### config.mk
export PLATFORM = sky130hd
export DESIGN_NAME = primary_slot_flat
export DESIGN_NICKNAME = d
export VERILOG_FILES = /design/src/rtl/cpu_bus_if.sv /design/src/rtl/primary_slot.sv /design/src/flat_wrapper.sv
export SDC_FILE = /design/constraint.sdc
export NUM_CORES = 1
export LEC_CHECK = 0
export BUFFER_PORTS_ARGS = -buffer_cell sky130_fd_sc_hd__buf_2
export CORE_MARGIN = 4
export CORE_UTILIZATION = 45
export DETAILED_ROUTE_END_ITERATION = 8
export PLACE_DENSITY = 0.89
export SLEW_MARGIN = 20
export SYNTH_ARGS = -nofsm -noshare
export SYNTH_HDL_FRONTEND = slang
export SYNTH_SLANG_ARGS = --single-unit
export TNS_END_PERCENT = 20
### constraint.sdc
create_clock -name clk -period 5 [get_ports clk]
set_input_delay 1 -clock clk [delete_from_list [all_inputs] [get_ports clk]]
set_output_delay 1 -clock clk [all_outputs]
set_load 0.02 [all_outputs]
### src/rtl/cpu_bus_if.sv
// CPU bus as seen by the primary slot selector: address/data, Z80 strobes and an access-start pulse.
// clk and reset travel with the bus so every stage shares one timing reference.
interface cpu_bus_if (
  input logic clk,
  input logic reset
);
  logic [15:0] addr;
  logic [7:0]  data;
  logic        mreq;
  logic        iorq;
  logic        rd;
  logic        wr;
  logic        req;
  logic        m1;

  modport device_mp (
    input clk, reset, addr, data, mreq, iorq, rd, wr, req, m1
  );

  modport host_mp (
    input  clk, reset,
    output addr, data, mreq, iorq, rd, wr, req, m1
  );
endinterface

### src/rtl/primary_slot.sv
// MSX primary slot register (PPI port A) with page decode and per-slot memory wait-state generator.
// Optional macro MSX_M1_WAIT_EN: adds one extra wait cycle to M1 (opcode fetch) memory accesses.
module primary_slot #(
  parameter logic [7:0] IO_ADDR = 8'hA8
) (
  cpu_bus_if.device_mp cpu_bus,
  input  logic [1:0]   slot_wait_conf [4],
  output logic [1:0]   active_slot,
  output logic [7:0]   data,
  output logic         output_rq,
  output logic         wait_n
);

  localparam int unsigned CNT_W = 3;

  typedef enum logic [1:0] {
    IDLE,
    COUNT,
    HOLD
  } state_t;

  state_t           state;
  logic [CNT_W-1:0] cnt;
  logic [7:0]       psl;

  logic             io_sel;
  logic             io_wr;
  logic             io_rd;
  logic             start;
  logic [CNT_W-1:0] n;

  assign io_sel = (cpu_bus.addr[7:0] == IO_ADDR);
  assign io_wr  = cpu_bus.iorq && cpu_bus.wr && cpu_bus.req && io_sel;
  assign io_rd  = cpu_bus.iorq && cpu_bus.rd && io_sel;

  assign data      = io_rd ? psl : 8'hFF;
  assign output_rq = io_rd;

  // Each 16K page selects a 2-bit field of the register.
  assign active_slot = psl[{cpu_bus.addr[15:14], 1'b0} +: 2];

  // A req coinciding with reset is dropped, so it must not pull wait_n low either.
  assign start = (state == IDLE) && cpu_bus.mreq && cpu_bus.req && !cpu_bus.reset;

  always_comb begin
    n = CNT_W'(slot_wait_conf[active_slot]);
`ifdef MSX_M1_WAIT_EN
    if (cpu_bus.m1) n = n + CNT_W'(1);
`endif
  end

`ifndef MSX_M1_WAIT_EN
  logic unused_m1;
  assign unused_m1 = cpu_bus.m1;
`endif

  // The req cycle itself is the first wait cycle; COUNT supplies the remaining n-1.
  assign wait_n = !((start && (n != '0)) || (state == COUNT));

  always_ff @(posedge cpu_bus.clk) begin
    if (cpu_bus.reset) begin
      psl   <= 8'h00;
      state <= IDLE;
      cnt   <= '0;
    end else begin
      if (io_wr) psl <= cpu_bus.data;
      case (state)
        IDLE: begin
          if (start) begin
            if (n >= CNT_W'(2)) begin
              cnt   <= n - CNT_W'(2);
              state <= COUNT;
            end else begin
              state <= HOLD;
            end
          end
        end
        COUNT: begin
          if (cnt == '0) state <= HOLD;
          else           cnt   <= cnt - CNT_W'(1);
        end
        HOLD: begin
          if (!cpu_bus.mreq) state <= IDLE;
        end
        default: state <= IDLE;
      endcase
    end
  end

endmodule

### src/flat_wrapper.sv
// flat-port wrapper written by rule: the top's interface ports become plain ports
module primary_slot_flat 
#(
  parameter logic [7:0] IO_ADDR = 8'hA8
)
  (slot_wait_conf, active_slot, data, output_rq, wait_n, clk, reset, cpu_bus_addr, cpu_bus_data, cpu_bus_mreq, cpu_bus_iorq, cpu_bus_rd, cpu_bus_wr, cpu_bus_req, cpu_bus_m1);
  cpu_bus_if cpu_bus_i (.clk(clk), .reset(reset));
  input  logic [1:0] slot_wait_conf[4];
  output logic [1:0] active_slot;
  output logic [7:0] data;
  output logic output_rq;
  output logic wait_n;
  input wire logic clk;
  input wire logic reset;
  input wire logic [$bits(cpu_bus_i.addr)-1:0] cpu_bus_addr;
  input wire logic [$bits(cpu_bus_i.data)-1:0] cpu_bus_data;
  input wire logic [$bits(cpu_bus_i.mreq)-1:0] cpu_bus_mreq;
  input wire logic [$bits(cpu_bus_i.iorq)-1:0] cpu_bus_iorq;
  input wire logic [$bits(cpu_bus_i.rd)-1:0] cpu_bus_rd;
  input wire logic [$bits(cpu_bus_i.wr)-1:0] cpu_bus_wr;
  input wire logic [$bits(cpu_bus_i.req)-1:0] cpu_bus_req;
  input wire logic [$bits(cpu_bus_i.m1)-1:0] cpu_bus_m1;
  assign cpu_bus_i.addr = cpu_bus_addr;
  assign cpu_bus_i.data = cpu_bus_data;
  assign cpu_bus_i.mreq = cpu_bus_mreq;
  assign cpu_bus_i.iorq = cpu_bus_iorq;
  assign cpu_bus_i.rd = cpu_bus_rd;
  assign cpu_bus_i.wr = cpu_bus_wr;
  assign cpu_bus_i.req = cpu_bus_req;
  assign cpu_bus_i.m1 = cpu_bus_m1;
  primary_slot #(.IO_ADDR(IO_ADDR)) u_core (.cpu_bus(cpu_bus_i), .slot_wait_conf(slot_wait_conf), .active_slot(active_slot), .data(data), .output_rq(output_rq), .wait_n(wait_n));
endmodule
Yosys cells after proc, flatten, opt, wreduce, memory -nomap -nowiden
Cells that the tools add are included.
{"block": "word_totals", "register_bits": 13, "inputBits": 40}
{"block": "op_classes", "add_sub_neg": 2, "n_lt_le_gt_ge": 2, "n_eq_ne": 8, "shift": 1, "n_mux": 13, "bitwise_logic": 1, "reduce_logical": 18}
{"cell": "$mux 2", "count": 6}
{"cell": "$logic_and 1x1->1", "count": 9}
{"cell": "$mux 3", "count": 3}
{"cell": "$eq 8x8->1 const B", "count": 1}
{"cell": "$mux 8", "count": 1}
{"cell": "$ne 2x2->1 const B", "count": 4}
{"cell": "$shiftx 8x4->2", "count": 1}
{"cell": "$pmux 2 s3", "count": 1}
{"cell": "$pmux 3 s2", "count": 1}
{"cell": "$bmux 2 s2", "count": 1}
{"cell": "$reduce_and 4->1", "count": 1}
{"cell": "$ge 3x3->1 const B", "count": 1}
{"cell": "$logic_not 3->1", "count": 1}
{"cell": "$not 2->3", "count": 1}
{"cell": "$reduce_and 3->1", "count": 1}
{"cell": "$reduce_bool 3->1", "count": 1}
{"cell": "$sub 2x2->3 const B", "count": 1}
{"cell": "$sub 3x1->3 const B", "count": 1}
{"cell": "$eq 2x1->1 const B", "count": 1}
{"cell": "$eq 2x2->1 const B", "count": 1}
{"cell": "$ge 2x2->1 const B", "count": 1}
{"cell": "$logic_not 1->1", "count": 2}
{"cell": "$logic_not 2->1", "count": 1}
{"cell": "$ne 2x1->1 const B", "count": 1}
{"cell": "2 further kinds", "count": 2}

Logic depth before layout (Yosys ltp)
{"block": "depth", "word_depth": 9, "ltp_mapped": 7, "mapped_depth_nobuf": 7}

Worst setup path before layout
Ideal clock, no wire load.
{"block": "synth_timing", "path_type": "input port to output port", "from": "input cpu_bus_addr[14]", "to": "output wait_n", "arrival_ns": 2.494, "t_required_ns": 4.000, "setup_slack_ns": 1.506, "path_stages": 5, "path_cell_list": "mux4_2 > buf_6 > o311ai_0 > a21oi_1 > o21ai_0"}
{"block": "synth_via", "elab_chain_len": 9}
{"element": "start, declared", "line_no": "flat_wrapper.sv:15", "rtl": "input wire logic [$bits(cpu_bus_i.addr)-1:0] cpu_bus_addr;"}
{"element": "$shiftx 8x4->2", "line_no": "primary_slot.sv:40", "rtl": "assign active_slot = psl[{cpu_bus.addr[15:14], 1'b0} +: 2];"}
{"element": "named net active_slot[1]", "line_no": "flat_wrapper.sv:9", "rtl": "output logic [1:0] active_slot;"}
{"element": "$not 2->3 (not written as such)", "line_no": "primary_slot.sv:46", "rtl": "n = CNT_W'(slot_wait_conf[active_slot]);"}
{"element": "$bmux 2 s2", "line_no": "primary_slot.sv:46"}
{"element": "$mux 2 (not written as such) (2 in a row)", "line_no": "primary_slot.sv:46"}
{"element": "$reduce_bool 3->1", "line_no": "primary_slot.sv:58", "rtl": "assign wait_n = !((start && (n != '0)) || (state == COUNT));"}
{"element": "$logic_and 1x1->1", "line_no": "primary_slot.sv:58"}
{"element": "$logic_or 1x1->1", "line_no": "primary_slot.sv:58"}
{"element": "$logic_not 1->1", "line_no": "primary_slot.sv:58"}
{"element": "end, declared", "line_no": "flat_wrapper.sv:12", "rtl": "output logic wait_n;"}
The timed path passes the listed nets, and every way through them passes these cells. The select of a mux whose other input is x is not followed.

Worst setup path in the final report
{"block": "layout_timing", "from": "input cpu_bus_addr[14]", "to": "output wait_n"}
{"block": "layout_via", "elab_chain_len": 9}
{"element": "$shiftx 8x4->2", "line_no": "primary_slot.sv:40"}
{"element": "$not 2->3 (not written as such)", "line_no": "primary_slot.sv:46"}
{"element": "$bmux 2 s2", "line_no": "primary_slot.sv:46"}
{"element": "$mux 2 (not written as such) (2 in a row)", "line_no": "primary_slot.sv:46"}
{"element": "$reduce_bool 3->1", "line_no": "primary_slot.sv:58"}
{"element": "$logic_and 1x1->1", "line_no": "primary_slot.sv:58"}
{"element": "$logic_or 1x1->1", "line_no": "primary_slot.sv:58"}
{"element": "$logic_not 1->1", "line_no": "primary_slot.sv:58"}
Every way passes these cells. The select of a mux whose other input is x is not followed.

==> results.tsv <==
stage	metric	value	unit
status	status	finished clean	
setup_path	Worst setup EP type	output port	
pwr	VDD IR-drop max	0.0001018	V
flow_run	max-cap violations	0	
detailed_routing	mean routed wirelength per cell	13.02	um
sta	RSZ-0062 raised after global routing	no	
sta	Max Transition Viols Final	0	
synth	synth top area cells	dfxtp_1 31%, mux2i_1 17%, nor2_1 6.3%, or2_2 6.0%, mux4_2 5.4%	
sta	fmax	284.1	MHz
setup_path	CP startpoint kind	input pin	
synth	post-synth top area cell	dfxtp_1	
synth	Synth top area share	31.33	%
setup_path	RR Endpoint	u_core.cnt[0]$_SDFFE_PP0P_	
setup_path	R2R Setup Slk	3.06	ns
cts	Post-CTS Hold Fix Bufs	0	
sta	Worst slew margin	67.79	%
global_routing	first-pass GRT wire length	3463	um
cts	CTS tree	built	
cts	# clock sinks	13	
global_routing	initial antenna violation count	0	
cells_and_area	layout cells sized above 1	43.17	%
sta	endpoints failing hold	0	
detailed_routing	DR vias	855	
synth	most common library cells after synthesis	14 x mux2i_1, 14 x nor2_1, 13 x dfxtp_1	
pwr	Clock Power Share	32.5	%
detailed_routing	Detail Route Antenna Nets	0	
sta	Least-Margin Pin Slew	0.4831	ns
synth	Cells after Synth	95	
setup_path	cell family with most CP delay	multiplexers	
placed_design	Detailed Place HPWL	1714	um
synth	Async S/R FF share, synth	0	%
placed_design	IO buf count	44	
cts	clk_lat worst skew	0.28	ns
setup_path	Worst EP arrival	2.52	ns
cts	CTS clk-pin slew, worst paths	0.08	ns
synth	YS warnings	0	
placed_design	Cell Area, Placed	1051	um^2
pwr	Pwr Total	0.0001984	W
sta	setup_tns	0	ns
min_path	hold path start	u_core.cnt[1]$_SDFFE_PP0P_	
synth	Post-Syn Area	830.8	um^2
setup_path	worst r2r src	u_core.psl[7]$_SDFFE_PP0P_	
cts	post_cts resized	0	
detailed_routing	drt pass-1 iters	4	
floorplanning	Core Area	1745	um^2
setup_path	CP Class	in -> out	
synth	Synth cell types	27	
synth	Syn Area/Cell	8.745	um^2
synth	Seq cells post-synth	13	
setup_path	CP peak stage delay	0.63	ns
synth	sequential share of the synthesized area	31.33	%
sta	fin crit period	3.520	ns
setup_path	worst path cell trace	buf_2 -> mux4_2 -> o311ai_0 -> a21oi_1 -> o21ai_0 -> buf_2	
cts	total CTS buffers	3	
cells_and_area	nets	182	
min_path	WHS Endpoint	u_core.cnt[1]$_SDFFE_PP0P_	
pwr	sw power	0.00004805	W
floorplanning	die extent in x	50.97	um
detailed_routing	routed vias/inst	5.213	
synth	net count after synthesis	137	
floorplanning	height of the die	50.97	um
detailed_routing	final WL	2135	um
setup_path	cell mode on critical path	buf_2	
cts	worst-case clock buffer depth	2	
placed_design	Routability Congestion	0.8559	
sta	clock skew	0.003017	ns
pwr	PwrDens	184.2	nW/um^2
pwr	Switching Share	24.21	%
setup_path	Max stage delay cell, worst path	mux4_2	
pwr	Power Internal	0.0001504	W
pwr	combinational power share	14.1	%
floorplanning	# rows	15	
min_path	Hold Crit Class	reg -> reg	
sta	Hold Slack	0.4857	ns
cts	post-CTS setup buffers	0	
global_routing	all-layer global routing usage	17.14	%
floorplanning	full die area	2597	um^2
cts	H-tree levels	1	
global_routing	vias in the first global route	861	
floorplanning	I/O pin total	52	
setup_path	Buf/Inv on CP	2	
cells_and_area	design area	1077	um^2
pwr	sequential power share	53.4	%
cells_and_area	ant diodes	0	
min_path	hold path cells	2	
synth	number of flops mapped to enable cells by yosys	0	
global_routing	largest net degree at the start of global routing	16	
sta	period utilization	70.40	%
detailed_routing	DRC	0	
sta	Setup Viol. Count Final	0	
detailed_routing	initial drt markers	13	
global_routing	GRT overflow	0	
setup_path	R2R cell count	6	
setup_path	critical path required time	4.00	ns
synth	ys flop type	dfxtp_1	
setup_path	Crit Path Max Fanout	9	
cts	Root Buffer Master	clkbuf_4	
cells_and_area	Syn-to-layout area delta	29.67	%
floorplanning	Starting Density	47.60	%
pwr	leakage	0.4525	nW
## routing by layer
layer | track usage (%) | up-vias | wire, um | share of wire [%]
met5 | 0 | - | 0 | 0
met3 | 1.749 | 7 | 153 | 7.2
met1 | 18.05 | 378 | 851 | 40
met4 | 8.520 | 0 | 42 | 2.0
met2 | 33.05 | 47 | 1089 | 51
li1 | - | 423 | - | -
## power by group through the flow
stage / Combinational, W / Sequential [W] / Clock (W)
final: 0.0000280 / 0.000106 / 0.0000645
after detailed placement: 0.0000278 / 0.000108 / 0
after global placement: 0.0000267 / 0.000108 / 0
after floorplan: 0.0000124 / 0.000108 / 0
after global routing: 0.0000311 / 0.000106 / 0.0000696
after CTS: 0.0000281 / 0.000106 / 0.0000661
## flip-flops by register name (all words and copies together), names as in the netlist
| register | count |
|---|---|
| u_core.cnt | 3 |
| u_core.psl | 8 |
| u_core.state | 2 |
## stage by stage
stage                     cells  utilization, %  setup slack (ns)
final                       164           61.72             1.480
after global routing        164           61.72             1.366
after CTS                   164           61.72             1.477
after detailed placement    160           60.22             1.496
after global placement      160           60.22             1.493
after floorplan              95               -             1.506
## kinds of logic (layout without fill, tap and decap cells)
group           after synthesis  after routing  synth area share [%]
compound gates               18             18                 14.31
fa+ha+maj                     2              2                 3.012
buf+inv                      11             55                 6.927
flops                        13             13                 31.33
mux                          16             16                 22.29
simple gates                 35             35                 22.14
## tightest hold or removal path, stage by stage (launching register included)
cell     delay [ns]
dfxtp_1        0.31
o21ai_0        0.06
a21oi_1        0.06
## cell type report
cell class,instances,area (um^2)
well taps,25,31.28
multi-input cells,71,513.0
inverters,7,26.28
clock buffers,4,26.28
flip-flops and latches,13,260.3
repair buffers,44,220.2
fillers,153,668.1
## cells in the final DEF (no fill, tap or decap), types with 3 or more instances in the layout
master	instances
clkbuf_4	3
nor2_1	14
a21oi_1	5
or2_2	8
o21ai_0	6
buf_2	44
nand2_1	3
inv_1	7
dfxtp_1	13
mux2i_1	14
## worst max-delay path by stage
stage | start | end | slack [ns] | cells past startpoint
after floorplan | cpu_bus_addr[14] | wait_n | 1.51 | 5
after global placement | cpu_bus_addr[14] | wait_n | 1.49 | 6
after detailed placement | cpu_bus_addr[14] | wait_n | 1.50 | 6
after CTS | cpu_bus_addr[14] | wait_n | 1.48 | 6
after global routing | cpu_bus_addr[14] | wait_n | 1.37 | 6
final | cpu_bus_addr[14] | wait_n | 1.48 | 6
Note: power is estimated with default switching activity, not from simulation.
